[config.mk]
export PLATFORM = sky130hd
export DESIGN_NAME = linked_list_fifo_rsv_flat
export DESIGN_NICKNAME = d
export VERILOG_FILES = /design/src/rtl/linked_list_fifo_rsv_if.sv /design/src/rtl/linked_list_fifo_rsv.sv /design/src/flat_wrapper.sv
export SDC_FILE = /design/constraint.sdc
export NUM_CORES = 1
export LEC_CHECK = 0
export CORE_ASPECT_RATIO = 1.5
export CORE_MARGIN = 3
export CORE_UTILIZATION = 40
export DETAILED_ROUTE_END_ITERATION = 8
export PLACE_DENSITY = 0.6
export SLEW_MARGIN = 30
export SYNTH_ARGS = -nofsm -noshare
export SYNTH_HDL_FRONTEND = slang
export SYNTH_SLANG_ARGS = --single-unit
[constraint.sdc]
create_clock -name clk -period 4.75 [get_ports clk]
set_input_delay 0.95 -clock clk [delete_from_list [all_inputs] [get_ports clk]]
set_output_delay 0.95 -clock clk [all_outputs]
set_load 0.05 [all_outputs]
[src/rtl/linked_list_fifo_rsv_if.sv]
// Request/response bundle for the shared-pool multi-queue FIFO.
// The producer/consumer side uses master; the FIFO itself uses slave.
interface linked_list_fifo_rsv_if #(
  parameter int WIDTH     = 8,
  parameter int DEPTH     = 4,
  parameter int NUM_FIFOS = 2
);
  localparam int PTR_WIDTH = $clog2(DEPTH);
  localparam int SEL_WIDTH = (NUM_FIFOS > 1) ? $clog2(NUM_FIFOS) : 1;
  localparam int CNT_WIDTH = PTR_WIDTH + 1;

  logic                 push;
  logic [SEL_WIDTH-1:0] push_sel;
  logic [WIDTH-1:0]     data_in;
  logic                 pop;
  logic [SEL_WIDTH-1:0] pop_sel;
  logic [NUM_FIFOS-1:0] full;
  logic [NUM_FIFOS-1:0] empty;
  logic [WIDTH-1:0]     data_out;
  logic                 data_out_vld;
  logic [CNT_WIDTH-1:0] free_count;
  logic                 overflow;
  logic                 underflow;

  modport master (
    output push, push_sel, data_in, pop, pop_sel,
    input  full, empty, data_out, data_out_vld, free_count, overflow, underflow
  );

  modport slave (
    input  push, push_sel, data_in, pop, pop_sel,
    output full, empty, data_out, data_out_vld, free_count, overflow, underflow
  );
endinterface

[src/rtl/linked_list_fifo_rsv.sv]
// NUM_FIFOS linked-list queues sharing one DEPTH-entry pool, each queue
// guaranteed RESERVE entries; free entries are kept on their own linked list.
module linked_list_fifo_rsv #(
  parameter int WIDTH     = 8,
  parameter int DEPTH     = 4,
  parameter int NUM_FIFOS = 2,
  parameter int RESERVE   = 1
) (
  input logic                  clk,
  input logic                  rst,
  linked_list_fifo_rsv_if.slave bus
);
  localparam int PTR_WIDTH = $clog2(DEPTH);
  localparam int SEL_WIDTH = (NUM_FIFOS > 1) ? $clog2(NUM_FIFOS) : 1;
  localparam int CNT_WIDTH = PTR_WIDTH + 1;

  typedef logic [PTR_WIDTH-1:0] ptr_t;
  typedef logic [CNT_WIDTH-1:0] cnt_t;
  typedef logic [SEL_WIDTH-1:0] sel_t;

  localparam cnt_t RSV = cnt_t'(RESERVE);

  if (DEPTH < 2 || (DEPTH & (DEPTH - 1)) != 0) begin : g_bad_depth
    $error("linked_list_fifo_rsv: DEPTH must be a power of two >= 2");
  end
  if (NUM_FIFOS < 1 || NUM_FIFOS * RESERVE > DEPTH) begin : g_bad_reserve
    $error("linked_list_fifo_rsv: NUM_FIFOS*RESERVE exceeds DEPTH");
  end

  logic [WIDTH-1:0] mem [DEPTH];
  ptr_t             nxt [DEPTH];
  ptr_t             head  [NUM_FIFOS];
  ptr_t             tail  [NUM_FIFOS];
  cnt_t             count [NUM_FIFOS];
  ptr_t             free_head, free_tail;
  cnt_t             free_count;

  logic [WIDTH-1:0]     data_out;
  logic                 data_out_vld, overflow, underflow;
  logic [NUM_FIFOS-1:0] full, empty;
  cnt_t                 r_out;

  logic push_full, pop_empty, push_ok, pop_ok;
  ptr_t push_tail, pop_ent;
  cnt_t push_cnt, pop_cnt;
  logic same_q, free_empty_after;

  // Entries still owed to queues below their reservation.
  always_comb begin
    // NOTE: r_out is accumulated with blocking '=' so each loop iteration
    // sees the running sum; sequential state always uses '<='.
    r_out = '0;
    for (int q = 0; q < NUM_FIFOS; q++) begin
      if (count[q] < RSV) r_out = r_out + (RSV - count[q]);
    end
  end

  always_comb begin
    // NOTE: every output of a combinational block gets a default before any
    // conditional assignment so no latch is inferred.
    full  = '0;
    empty = '0;
    for (int q = 0; q < NUM_FIFOS; q++) begin
      empty[q] = (count[q] == '0);
      full[q]  = !((count[q] < RSV) || (free_count > r_out));
    end
  end

  // Out-of-range selects (NUM_FIFOS not a power of two) are simply refused.
  always_comb begin
    push_full = 1'b1;
    pop_empty = 1'b1;
    push_tail = '0;
    push_cnt  = '0;
    pop_ent   = '0;
    pop_cnt   = '0;
    if (int'(bus.push_sel) < NUM_FIFOS) begin
      push_full = full[bus.push_sel];
      push_tail = tail[bus.push_sel];
      push_cnt  = count[bus.push_sel];
    end
    if (int'(bus.pop_sel) < NUM_FIFOS) begin
      pop_empty = empty[bus.pop_sel];
      pop_ent   = head[bus.pop_sel];
      pop_cnt   = count[bus.pop_sel];
    end
  end

  assign push_ok = bus.push & ~push_full;
  assign pop_ok  = bus.pop & ~pop_empty;
  assign same_q  = (bus.push_sel == bus.pop_sel);
  // The freed entry cannot serve this cycle's push, so if the push drains the
  // free list the freed entry starts a fresh one-element free list.
  assign free_empty_after = (free_count == '0) ||
                            (push_ok && free_count == cnt_t'(1));

  always_ff @(posedge clk) begin
    if (rst) begin
      for (int i = 0; i < DEPTH; i++) nxt[i] <= ptr_t'(i + 1);
      for (int q = 0; q < NUM_FIFOS; q++) begin
        head[q]  <= '0;
        tail[q]  <= '0;
        count[q] <= '0;
      end
      free_head    <= '0;
      free_tail    <= ptr_t'(DEPTH - 1);
      free_count   <= cnt_t'(DEPTH);
      data_out     <= '0;
      data_out_vld <= 1'b0;
      overflow     <= 1'b0;
      underflow    <= 1'b0;
    end else begin
      data_out_vld <= pop_ok;
      if (bus.push && !push_ok) overflow  <= 1'b1;
      if (bus.pop  && !pop_ok)  underflow <= 1'b1;

      if (push_ok) begin
        if (push_cnt == '0) head[bus.push_sel] <= free_head;
        else                nxt[push_tail]     <= free_head;
        tail[bus.push_sel] <= free_head;
      end

      if (pop_ok) begin
        data_out <= mem[pop_ent];
        // A lone entry popped while the same queue is pushed hands the head
        // to the new entry; nxt[pop_ent] is not yet linked to it.
        head[bus.pop_sel] <= (push_ok && same_q && pop_cnt == cnt_t'(1))
                             ? free_head : nxt[pop_ent];
        if (!free_empty_after) nxt[free_tail] <= pop_ent;
        free_tail <= pop_ent;
      end

      if (pop_ok && free_empty_after) free_head <= pop_ent;
      else if (push_ok)               free_head <= nxt[free_head];

      for (int q = 0; q < NUM_FIFOS; q++) begin
        count[q] <= count[q]
                  + cnt_t'(push_ok && bus.push_sel == sel_t'(q))
                  - cnt_t'(pop_ok  && bus.pop_sel  == sel_t'(q));
      end
      free_count <= free_count - cnt_t'(push_ok) + cnt_t'(pop_ok);
    end
  end

  // NOTE: the payload array is not reset; an entry is always written by its
  // push before any pop can read it.
  always_ff @(posedge clk) begin
    if (!rst && push_ok) mem[free_head] <= bus.data_in;
  end

  assign bus.full         = full;
  assign bus.empty        = empty;
  assign bus.data_out     = data_out;
  assign bus.data_out_vld = data_out_vld;
  assign bus.free_count   = free_count;
  assign bus.overflow     = overflow;
  assign bus.underflow    = underflow;
endmodule

[src/flat_wrapper.sv]
// flat-port wrapper written by rule: the top's interface ports become plain ports
module linked_list_fifo_rsv_flat 
#(
  parameter int WIDTH     = 8,
  parameter int DEPTH     = 4,
  parameter int NUM_FIFOS = 2,
  parameter int RESERVE   = 1
)
  (clk, rst, bus_push, bus_push_sel, bus_data_in, bus_pop, bus_pop_sel, bus_full, bus_empty, bus_data_out, bus_data_out_vld, bus_free_count, bus_overflow, bus_underflow);
  linked_list_fifo_rsv_if #(.WIDTH(WIDTH), .DEPTH(DEPTH), .NUM_FIFOS(NUM_FIFOS)) bus_i ();
  input logic clk;
  input logic rst;
  input wire logic [$bits(bus_i.push)-1:0] bus_push;
  input wire logic [$bits(bus_i.push_sel)-1:0] bus_push_sel;
  input wire logic [$bits(bus_i.data_in)-1:0] bus_data_in;
  input wire logic [$bits(bus_i.pop)-1:0] bus_pop;
  input wire logic [$bits(bus_i.pop_sel)-1:0] bus_pop_sel;
  output wire logic [$bits(bus_i.full)-1:0] bus_full;
  output wire logic [$bits(bus_i.empty)-1:0] bus_empty;
  output wire logic [$bits(bus_i.data_out)-1:0] bus_data_out;
  output wire logic [$bits(bus_i.data_out_vld)-1:0] bus_data_out_vld;
  output wire logic [$bits(bus_i.free_count)-1:0] bus_free_count;
  output wire logic [$bits(bus_i.overflow)-1:0] bus_overflow;
  output wire logic [$bits(bus_i.underflow)-1:0] bus_underflow;
  assign bus_i.push = bus_push;
  assign bus_i.push_sel = bus_push_sel;
  assign bus_i.data_in = bus_data_in;
  assign bus_i.pop = bus_pop;
  assign bus_i.pop_sel = bus_pop_sel;
  assign bus_full = bus_i.full;
  assign bus_empty = bus_i.empty;
  assign bus_data_out = bus_i.data_out;
  assign bus_data_out_vld = bus_i.data_out_vld;
  assign bus_free_count = bus_i.free_count;
  assign bus_overflow = bus_i.overflow;
  assign bus_underflow = bus_i.underflow;
  linked_list_fifo_rsv #(.WIDTH(WIDTH), .DEPTH(DEPTH), .NUM_FIFOS(NUM_FIFOS), .RESERVE(RESERVE)) u_core (.clk(clk), .rst(rst), .bus(bus_i));
endmodule
-- After elaboration in Yosys (flattened, before gate mapping)
Memories as Yosys holds them, arrays and structs flattened. A register that Yosys moved wholly into a read port is not among the register bits.
Cells that the tools add are included.
- $add $sub $neg: 9
- magnitude comparators: 5
- equal/unequal tests: 3
- multiplexer cells: 51
- bitwise logic cells: 8
- reductions and logical operators: 29
- operator list (kind ; count):
    $mux 1 ; 35
    $mux 2 ; 12
    $logic_not 3->1 ; 4
    $mux 3 ; 4
    $logic_and 1x1->1 ; 11
    $reduce_or 2->1 ; 5
    $add 3x1->3 ; 3
    $sub 3x1->3 ; 3
    $eq 3x1->1 const B ; 2
    $lt 3x1->1 const B ; 2
    $sub 1x3->3 const A ; 2
    $logic_not 1->1 ; 5
    $lt 1x2->1 const B ; 2
    $not 1->1 ; 4
    $add 3x3->3 ; 1
    $gt 3x3->1 ; 1
    $logic_or 1x1->1 ; 3
    $and 1x1->1 ; 2
    $or 1x1->1 ; 2
    $reduce_bool 2->1 ; 1
    $eq 1x1->1 ; 1
- bits in registers: 10
- bits in writable memories: 54
- input bits: 14
- logic and storage cells: 116
- memories: 5
- memories (name ; depth ; bits a word ; read ports ; clocked after Yosys merged registers in ; write ports ; RTL line ; text):
    u_core.mem ; 4 ; 8 ; 1 ; 1 ; 1 ; linked_list_fifo_rsv.sv:30 ; logic [WIDTH-1:0] mem [DEPTH];
    u_core.nxt ; 4 ; 2 ; 2 ; 1 ; 4 ; linked_list_fifo_rsv.sv:31 ; ptr_t nxt [DEPTH];
    u_core.count ; 2 ; 3 ; 4 ; 0 ; 2 ; linked_list_fifo_rsv.sv:34 ; cnt_t count [NUM_FIFOS];
    u_core.head ; 2 ; 2 ; 1 ; 0 ; 2 ; linked_list_fifo_rsv.sv:32 ; ptr_t head [NUM_FIFOS];
    u_core.tail ; 2 ; 2 ; 1 ; 0 ; 2 ; linked_list_fifo_rsv.sv:33 ; ptr_t tail [NUM_FIFOS];

-- Logic depth before layout (Yosys ltp)
Gate-level depths: netlist of run 1.
- word-level depth: 19
- depth in mapped cells: 24
- depth with buffers taken out: 23

-- Least setup slack after synthesis of run 1
No wires, ideal clock.
- kind: reg2out
- start point: memory u_core.count[0][1] (netlist name)
- end point: output port bus_full[0]
- data arrival time: 3.231 ns
- slack: 0.569 ns
- cell stages (with the launch flop): 17
- buffers on the path: 1
- cells stage by stage: dfxtp_1 inv_1 ha_1 nor2b_1 buf_2 nand2_1 ha_1 inv_1 ha_1 xnor2_1 xnor2_1 nand2_1 xnor2_1 ha_1 and3b_1 o21a_1 nor2_1
- RTL lines (what ; RTL line ; text):
    start: declaration ; linked_list_fifo_rsv.sv:34 ;
    end: declaration ; flat_wrapper.sv:18 ; output wire logic [$bits(bus_i.full)-1:0] bus_full;

==> results of run 1 <==
## power groups by stage
stage / Combinational, mW / Clock (mW) / Sequential, mW
global placement: 1.55 / 0 / 0.970
floorplan: 1.02 / 0 / 1.04
detailed placement: 1.57 / 0 / 0.974
finish: 1.56 / 0.683 / 0.960
global route: 1.72 / 0.728 / 0.982
CTS: 1.58 / 0.698 / 0.960
## flip-flops by register name, indices dropped and copies added (netlist names), named ones only
name                     cells
u_core.count                 6
u_core.tail                  4
u_core.bus.overflow          1
u_core.bus.data_out_vld      1
u_core.bus.data_out          8
u_core.free_head             2
u_core.head                  4
u_core.free_tail             2
u_core.mem                  32
u_core.nxt                   8
u_core.bus.underflow         1
u_core.bus.free_count        3
## how the worst max path moves through the flow
stage / startpoint / endpoint / slack (ns) / depth (start not counted)
2_1_floorplan: u_core.count[0][1] / bus_full[0] / 0.57 / 16
3_3_place_gp: u_core.count[0][1] / u_core.bus.free_count[2] / 0.34 / 23
3_5_place_dp: u_core.count[0][1] / u_core.bus.free_count[2] / 0.25 / 23
4_1_cts: u_core.count[0][1] / bus_full[0] / 0.14 / 16
5_1_grt: u_core.count[0][1] / u_core.bus.free_count[2] / 0.06 / 23
6_report: u_core.count[0][1] / bus_full[0] / 0.36 / 16
## metrics by stage
stage / cell area (um^2) / utilization, % / hold slack (ns) / setup slack, ns
floorplan: 3680 / - / 0.555 / 0.569
global placement: 4170 / 46.9 / 0.453 / 0.342
detailed placement: 4170 / 46.9 / 0.463 / 0.249
CTS: 4470 / 50.3 / 0.477 / 0.136
global route: 4470 / 50.4 / 0.524 / 0.0617
finish: 4470 / 50.4 / 0.468 / 0.363
## kinds of logic (layout without fill, tap and decap cells)
group | count (synthesis) | after routing | share of synthesized area [%]
simple gates | 92 | 92 | 13.6
buf+inv | 34 | 78 | 3.94
fa+ha+maj | 17 | 17 | 6.38
flops | 74 | 74 | 53.2
compound gates | 34 | 34 | 7.10
mux | 35 | 35 | 14.1
xor+xnor | 7 | 7 | 1.66
## Yosys cell counts (all sizes together) (4+ instances only)
library cell / instances / area (um^2)
dfxtp: 26 / 521
nand2: 16 / 60.1
clkbuf: 6 / 22.5
mux2i: 19 / 203
a31oi: 5 / 37.5
nor3: 6 / 30.0
buf: 8 / 47.5
nor2: 32 / 128
a211o: 4 / 35.0
nor2b: 9 / 56.3
mux2: 4 / 45.0
o21ai: 6 / 33.8
ha: 14 / 175
mux4: 12 / 270
edfxtp: 48 / 1440
nand3: 4 / 20.0
inv: 20 / 75.1
xnor2: 6 / 52.6
## cells in the final DEF, fill, tap and decap left out, types with 9 or more instances in the layout
cell type                         count
sky130_fd_sc_hd__mux2i_1             18
sky130_fd_sc_hd__ha_1                14
sky130_fd_sc_hd__edfxtp_1            48
sky130_fd_sc_hd__dfxtp_1             26
sky130_fd_sc_hd__inv_1               18
sky130_fd_sc_hd__nand2_1             16
sky130_fd_sc_hd__buf_4               11
sky130_fd_sc_hd__clkbuf_16            9
sky130_fd_sc_hd__nor2_1              31
sky130_fd_sc_hd__clkdlybuf4s50_1     29
sky130_fd_sc_hd__mux4_2              12
## critical path, stage by stage (launching register included)
cell and delay [ns]:
sky130_fd_sc_hd__dfxtp_1 0.34, sky130_fd_sc_hd__inv_1 0.11, sky130_fd_sc_hd__ha_1 0.16, sky130_fd_sc_hd__nor2b_4 0.20
sky130_fd_sc_hd__nand2_1 0.10, sky130_fd_sc_hd__ha_1 0.28, sky130_fd_sc_hd__inv_1 0.04, sky130_fd_sc_hd__ha_1 0.19
sky130_fd_sc_hd__xnor2_1 0.16, sky130_fd_sc_hd__xnor2_1 0.14, sky130_fd_sc_hd__nand2_1 0.08, sky130_fd_sc_hd__xnor2_1 0.15
sky130_fd_sc_hd__ha_1 0.30, sky130_fd_sc_hd__and3b_1 0.20, sky130_fd_sc_hd__o21a_1 0.26, sky130_fd_sc_hd__nor2_1 0.22
sky130_fd_sc_hd__buf_12 0.17
## layout make-up
cell class,instances,area (um^2)
Sequential cell,74,1960
Tap cell,110,138
Multi-Input combinational cell,185,1590
Clock buffer,9,225
Timing Repair Buffer,42,413
Fill cell,804,4410
Inverter,20,75.1
Clock inverter,7,76.3
## metal layers
layer / vias up / global-route usage [%] / share of wire [%]
li1: 1152 / - / -
met1: 1184 / 16.6 / 37
met2: 63 / 28.8 / 56
met3: 15 / 4.53 / 4.3
met4: 0 / 7.62 / 2.8
met5: - / 0 / 0
==> implementation parameters, run 1 <==
Parameter                              Value

Pwr
  Total net switching power ... 1.30 mW
  Design Power ... 3.20 mW
  Switch share ... 40.5%
  Leakage power of the design ... 1.70 nW
  Cell area power density ... 716 nW/um^2
  Worst-case vdd ir drop ... 0.000800 V
  Power share of the combinational group ... 48.7%
  Proportion of power drawn by the clock network ... 21.3%
  Internal power ... 1.90 mW
  Sequential group share of total power ... 30.0%

Synth
  Number of enable flip-flop cells after synthesis ... 48
  Number of warning messages in the yosys log ... 0
  Summed instance area of the synthesized netlist ... 3680 um^2
  Primary FF master, synth ... sky130_fd_sc_hd__edfxtp_1
  Mean area per synthesized cell ... 12.6 um^2
  Post-synthesis register bit count ... 74
  Number of nets in the synthesized netlist ... 324
  Post-synthesis sequential area ratio ... 53.2%
  Syn Inst Count ... 293
  Async set-reset flop share out of synthesis ... 0%
  Distinct cells, synth ... 58

Timing
  Unrepaired setup endpoints after global routing ... false
  Highest attainable clock frequency ... 228 MHz
  Setup TNS ... 0 ns
  Relative slew slack ... 65.5%
  Final Hold Viols ... 0
  Final worst path period need ... 4.39 ns
  Final-report max-slew violation count ... 0
  Fraction of the cycle the final worst path needs ... 92.4%
  Worst Tran Pin Value ... 0.511 ns
  Setup violations, final ... 0
  Setup skew after layout ... 0.0103 ns

Setup path
  Data required, critical path ... 3.80 ns
  Worst reg2reg endpoint ... u_core.bus.free_count[2]
  Arrival @ worst endpoint ... 3.44 ns
  CP startpoint kind ... flop
  Launch point of the worst reg-to-reg path ... u_core.count[0][1]
  Biggest fanout along the worst timing path ... 7
  Setup slack on the worst flop-to-flop path ... 0.43 ns
  Worst Reg-to-Reg Cells ... 23
  Type of the worst setup path ... reg -> out
  Kind of end point of the critical path ... output pin

Routing
  Wire per inst ... 17.2 um
  Number of nets with antenna violations after routing ... 0
  Count of unresolved DRC violations after routing ... 0
  Number of DRC violations after detailed-routing iteration 0 ... 136
  Drt via density ... 5.40
  Total number of vias ... 2414
  Number of detailed-routing iterations run before antenna repair ... 4
  Wire length reported by the detailed router ... 7690 um

Min path
  Hold endpoint ... u_core.bus.overflow
  HP Start ... u_core.bus.overflow
  Min-delay worst type ... reg -> reg
  Worst hold path stage count ... 2

CTS
  Post-CTS clock slew at the launch and capture registers of the worst setup and hold paths ... 0.06 ns
  TritonCTS Sinks ... 74
  Post-CTS setup buffer count ... 0
  Number of buffers created by CTS ... 9
  CTS Hold Buffers Added ... 0
  Worst skew pair latency ... 0.34 ns
  CTS H-tree lvls ... 3
  Maximum buffer depth of the clock tree ... 2
  Quantity of gates resized following cts ... 0
  CTS root buf ... sky130_fd_sc_hd__clkbuf_16
  Clock tree from TritonCTS ... done

Global routing
  Via count of the first global-routing pass ... 2379
  Overall global routing resource usage ... 15.8%
  Number of antenna violations at the first check in global routing ... 0
  Largest net degree at the start of global routing ... 38
  Overall overflow remaining after global route ... 0
  First-pass GRT wire length ... 12100 um

Floorplan
  Overall die area ... 10400 um^2
  Standard-cell rows ... 42
  Number of ports placed on the die boundary ... 32
  Chip Height ... 124 um
  Area inside the core boundary ... 8880 um^2
  Die span in x ... 84.4 um
  Initial Util ... 41.5%

Finish
  Layout Nets ... 363
  Antenna diodes ... 0
  Layout cells sized above 1 ... 17.2%
  Layout-stage area growth over the synthesis result ... 21.4%
  Non-filler instance count after layout ... 447

Placement
  Final RePlAce weighted congestion ... 0.799
  Placed wire-length estimate ... 5500 um
  Count of input and output buffers ... 31
  Number of instances in the placed design ... 431

Status
  Status ... finished, final reports clean

Flow run
  Number of max-cap violations ... 0
Power figures use the tool's default switching activity.
==> run 2, diff against run 1 <==
--- a/config.mk
+++ b/config.mk
@@ -5,8 +5,7 @@
 export SDC_FILE = /design/constraint.sdc
 export NUM_CORES = 1
 export LEC_CHECK = 0
-export CORE_ASPECT_RATIO = 1.5
-export CORE_MARGIN = 3
+export CORE_ASPECT_RATIO = 1.4
 export CORE_UTILIZATION = 40
 export DETAILED_ROUTE_END_ITERATION = 8
 export PLACE_DENSITY = 0.6
==> constraint.sdc (replaced) <==
create_clock -name clk -period 5.1 [get_ports clk]
set_input_delay 1.02 -clock clk [delete_from_list [all_inputs] [get_ports clk]]
set_output_delay 1.02 -clock clk [all_outputs]
set_load 0.05 [all_outputs]
==> run 2 against run 1 <==
Setup slack improved by 0.052 ns. Core utilization decreased by 0.94 points. Non-clock buffer count decreased by 4. Routed wire length decreased by 3.1%. Final cell count decreased by 1.6%. Combinational power decreased by 13%. Clock skew decreased by 0.0059 ns. Clock power about the same. Register-to-register slack about the same. Total power decreased by 8.5%. Sequential power decreased by 7.2%. Via count decreased by 1.7%. Critical path type is now reg -> reg. Critical endpoint is now u_core.bus.free_count[2]. Largest cell class unchanged. Largest power group unchanged.
==> implementation parameters, run 2 (synthesis gave the netlist of run 1 again) <==
Parameter                              Value

Finish
  Layout Nets ... 359
  Layout filler cell count ... 794
  Top reg by flops ... u_core.mem
  Most frequent standard cell in the layout excluding fill and tap cells ... sky130_fd_sc_hd__edfxtp_1
  Layout cells sized above 1 ... 15.3%
  Util after Layout ... 49.4%
  Layout-stage area growth over the synthesis result ... 20.4%
  Commonest non-fill, non-tap cells in the layout ... 48 x sky130_fd_sc_hd__edfxtp_1, 31 x sky130_fd_sc_hd__nor2_1, 29 x sky130_fd_sc_hd__clkdlybuf4s50_1
  Antenna diodes ... 0
  Post-route design area ... 4440 um^2
  Biggest registers after layout ... u_core.mem x32, u_core.bus.data_out x8, u_core.nxt x8
  Number of flip-flops under the largest register name ... 32

Timing
  Setup TNS ... 0 ns
  Setup violations, final ... 0
  Final-report max-slew violation count ... 0
  Worst Tran Pin Value ... 0.808 ns
  Unrepaired setup endpoints after global routing ... false
  Final Hold Viols ... 0
  Post-route worst hold slack ... 0.468 ns
  Highest attainable clock frequency ... 213 MHz
  Setup skew after layout ... 0.00439 ns
  Final worst path period need ... 4.68 ns
  Relative slew slack ... 45.8%
  Fraction of the cycle the final worst path needs ... 91.9%

Setup path
  Biggest fanout along the worst timing path ... 7
  Worst reg2reg endpoint ... u_core.bus.free_count[2]
  Critical Path, Cell by Cell ... inv_1, ha_1, nor2b_1, nand2_1, ha_1, inv_1, ha_1, xnor2_1, xnor2_1, nand2_1, xnor2_1, ha_1, and3b_1, o21a_1, o21ai_2, inv_2, ha_1, inv_1, ha_1, fa_1, xnor2_1, xnor2_1, nand2b_1
  Arrival @ worst endpoint ... 4.91 ns
  CP startpoint kind ... flop
  Type of the worst setup path ... reg -> reg
  Kind of end point of the critical path ... flop
  Launch point of the worst reg-to-reg path ... u_core.count[0][1]
  Worst Reg-to-Reg Cells ... 23
  Largest delay contributor family on the critical path ... adder cells
  Largest incremental delay on the critical path ... 0.39 ns
  Total buffers and inverters traversed by the critical path ... 4
  Data required, critical path ... 5.32 ns
  Most repeated library cell on the critical path ... sky130_fd_sc_hd__ha_1
  Critical Path Slowest Stage Cell ... sky130_fd_sc_hd__fa_1
  Setup slack on the worst flop-to-flop path ... 0.42 ns

Floorplan
  Area inside the core boundary ... 8980 um^2
  Overall die area ... 9610 um^2
  Standard-cell rows ... 41
  Initial Util ... 41.0%
  Number of ports placed on the die boundary ... 32
  Chip Height ... 116 um
  Die span in x ... 83.1 um

CTS
  Post-CTS clock slew at the launch and capture registers of the worst setup and hold paths ... 0.06 ns
  TritonCTS Sinks ... 74
  Worst skew pair latency ... 0.33 ns
  CTS Hold Buffers Added ... 0
  Quantity of gates resized following cts ... 0
  Number of buffers created by CTS ... 9
  CTS H-tree lvls ... 3
  CTS root buf ... sky130_fd_sc_hd__clkbuf_16
  Clock tree from TritonCTS ... done
  Post-CTS setup buffer count ... 0
  Maximum buffer depth of the clock tree ... 2

Min path
  HP Start ... u_core.bus.underflow
  Worst hold path stage count ... 2
  Min-delay worst type ... reg -> reg
  Hold endpoint ... u_core.bus.underflow

Global routing
  Largest net degree at the start of global routing ... 37
  First-pass GRT wire length ... 12100 um
  Overall global routing resource usage ... 16.7%
  Overall overflow remaining after global route ... 0
  Via count of the first global-routing pass ... 2365
  Number of antenna violations at the first check in global routing ... 0

Routing
  Number of nets with antenna violations after routing ... 0
  Wire per inst ... 16.9 um
  Number of DRC violations after detailed-routing iteration 0 ... 191
  Count of unresolved DRC violations after routing ... 0
  Total number of vias ... 2374
  Number of detailed-routing iterations run before antenna repair ... 6
  Wire length reported by the detailed router ... 7450 um
  Drt via density ... 5.40

Status
  Status ... finished, final reports clean

Placement
  Placed wire-length estimate ... 5430 um
  Final RePlAce weighted congestion ... 0.800
  Area of placed instances ... 4110 um^2
  Count of input and output buffers ... 31

Flow run
  Number of max-cap violations ... 0

Pwr
  Worst-case vdd ir drop ... 0.000993 V
  Leakage power of the design ... 1.69 nW
  Cell area power density ... 660 nW/um^2
[run 2: worst max path at each step]
stage	cells past startpoint	start	end	slack, ns
finish	23	u_core.count[0][1]	u_core.bus.free_count[2]	0.42
global route	23	u_core.count[0][1]	u_core.bus.free_count[2]	0.04
CTS	23	u_core.count[0][1]	u_core.bus.free_count[2]	0.40
detailed placement	23	u_core.count[0][1]	u_core.bus.free_count[2]	0.42
global placement	23	u_core.count[0][1]	u_core.bus.free_count[2]	0.59
floorplan	16	u_core.count[0][1]	bus_full[0]	0.85
[run 2: final cells by class]
cell class / count / area [um^2] / share of cell area, %
flip-flops and latches: 74 / 1960 / 44.2
multi-input cells: 185 / 1580 / 35.6
repair buffers: 38 / 358 / 8.06
clock buffers: 12 / 258 / 5.81
well taps: 107 / 134 / 3.02
inverters: 20 / 75.1 / 1.69
clock inverters: 4 / 73.8 / 1.66
[run 2: power breakdown]
part / total (mW) / internal (mW) / switching [mW]
Combinational: 1.35 / 0.537 / 0.815
Sequential: 0.891 / 0.779 / 0.113
Clock: 0.686 / 0.458 / 0.228
[run 2: worst min-delay path: cells and delay by family (launching register included)]
kind / cells / cell delay [ns]
simple gates: 1 / 0.07
compound gates: 1 / 0.04
flops: 1 / 0.32
[run 2: per-stage QoR]
stage / total power [mW] / cells / setup slack, ns
2_1_floorplan: 1.91 / 293 / 0.849
3_3_place_gp: 2.25 / 424 / 0.585
3_5_place_dp: 2.27 / 424 / 0.423
4_1_cts: 2.97 / 440 / 0.399
5_1_grt: 3.12 / 440 / 0.0391
6_report: 2.93 / 440 / 0.415
[run 2: metal layers]
metal  track usage (%)  vias up  wire length (um)
li1                  -     1153                 -
met4              6.55        0               130
met1              19.0     1172              2980
met2              30.8       38              4110
met3              3.28       11               232
met5                 0        -                 0
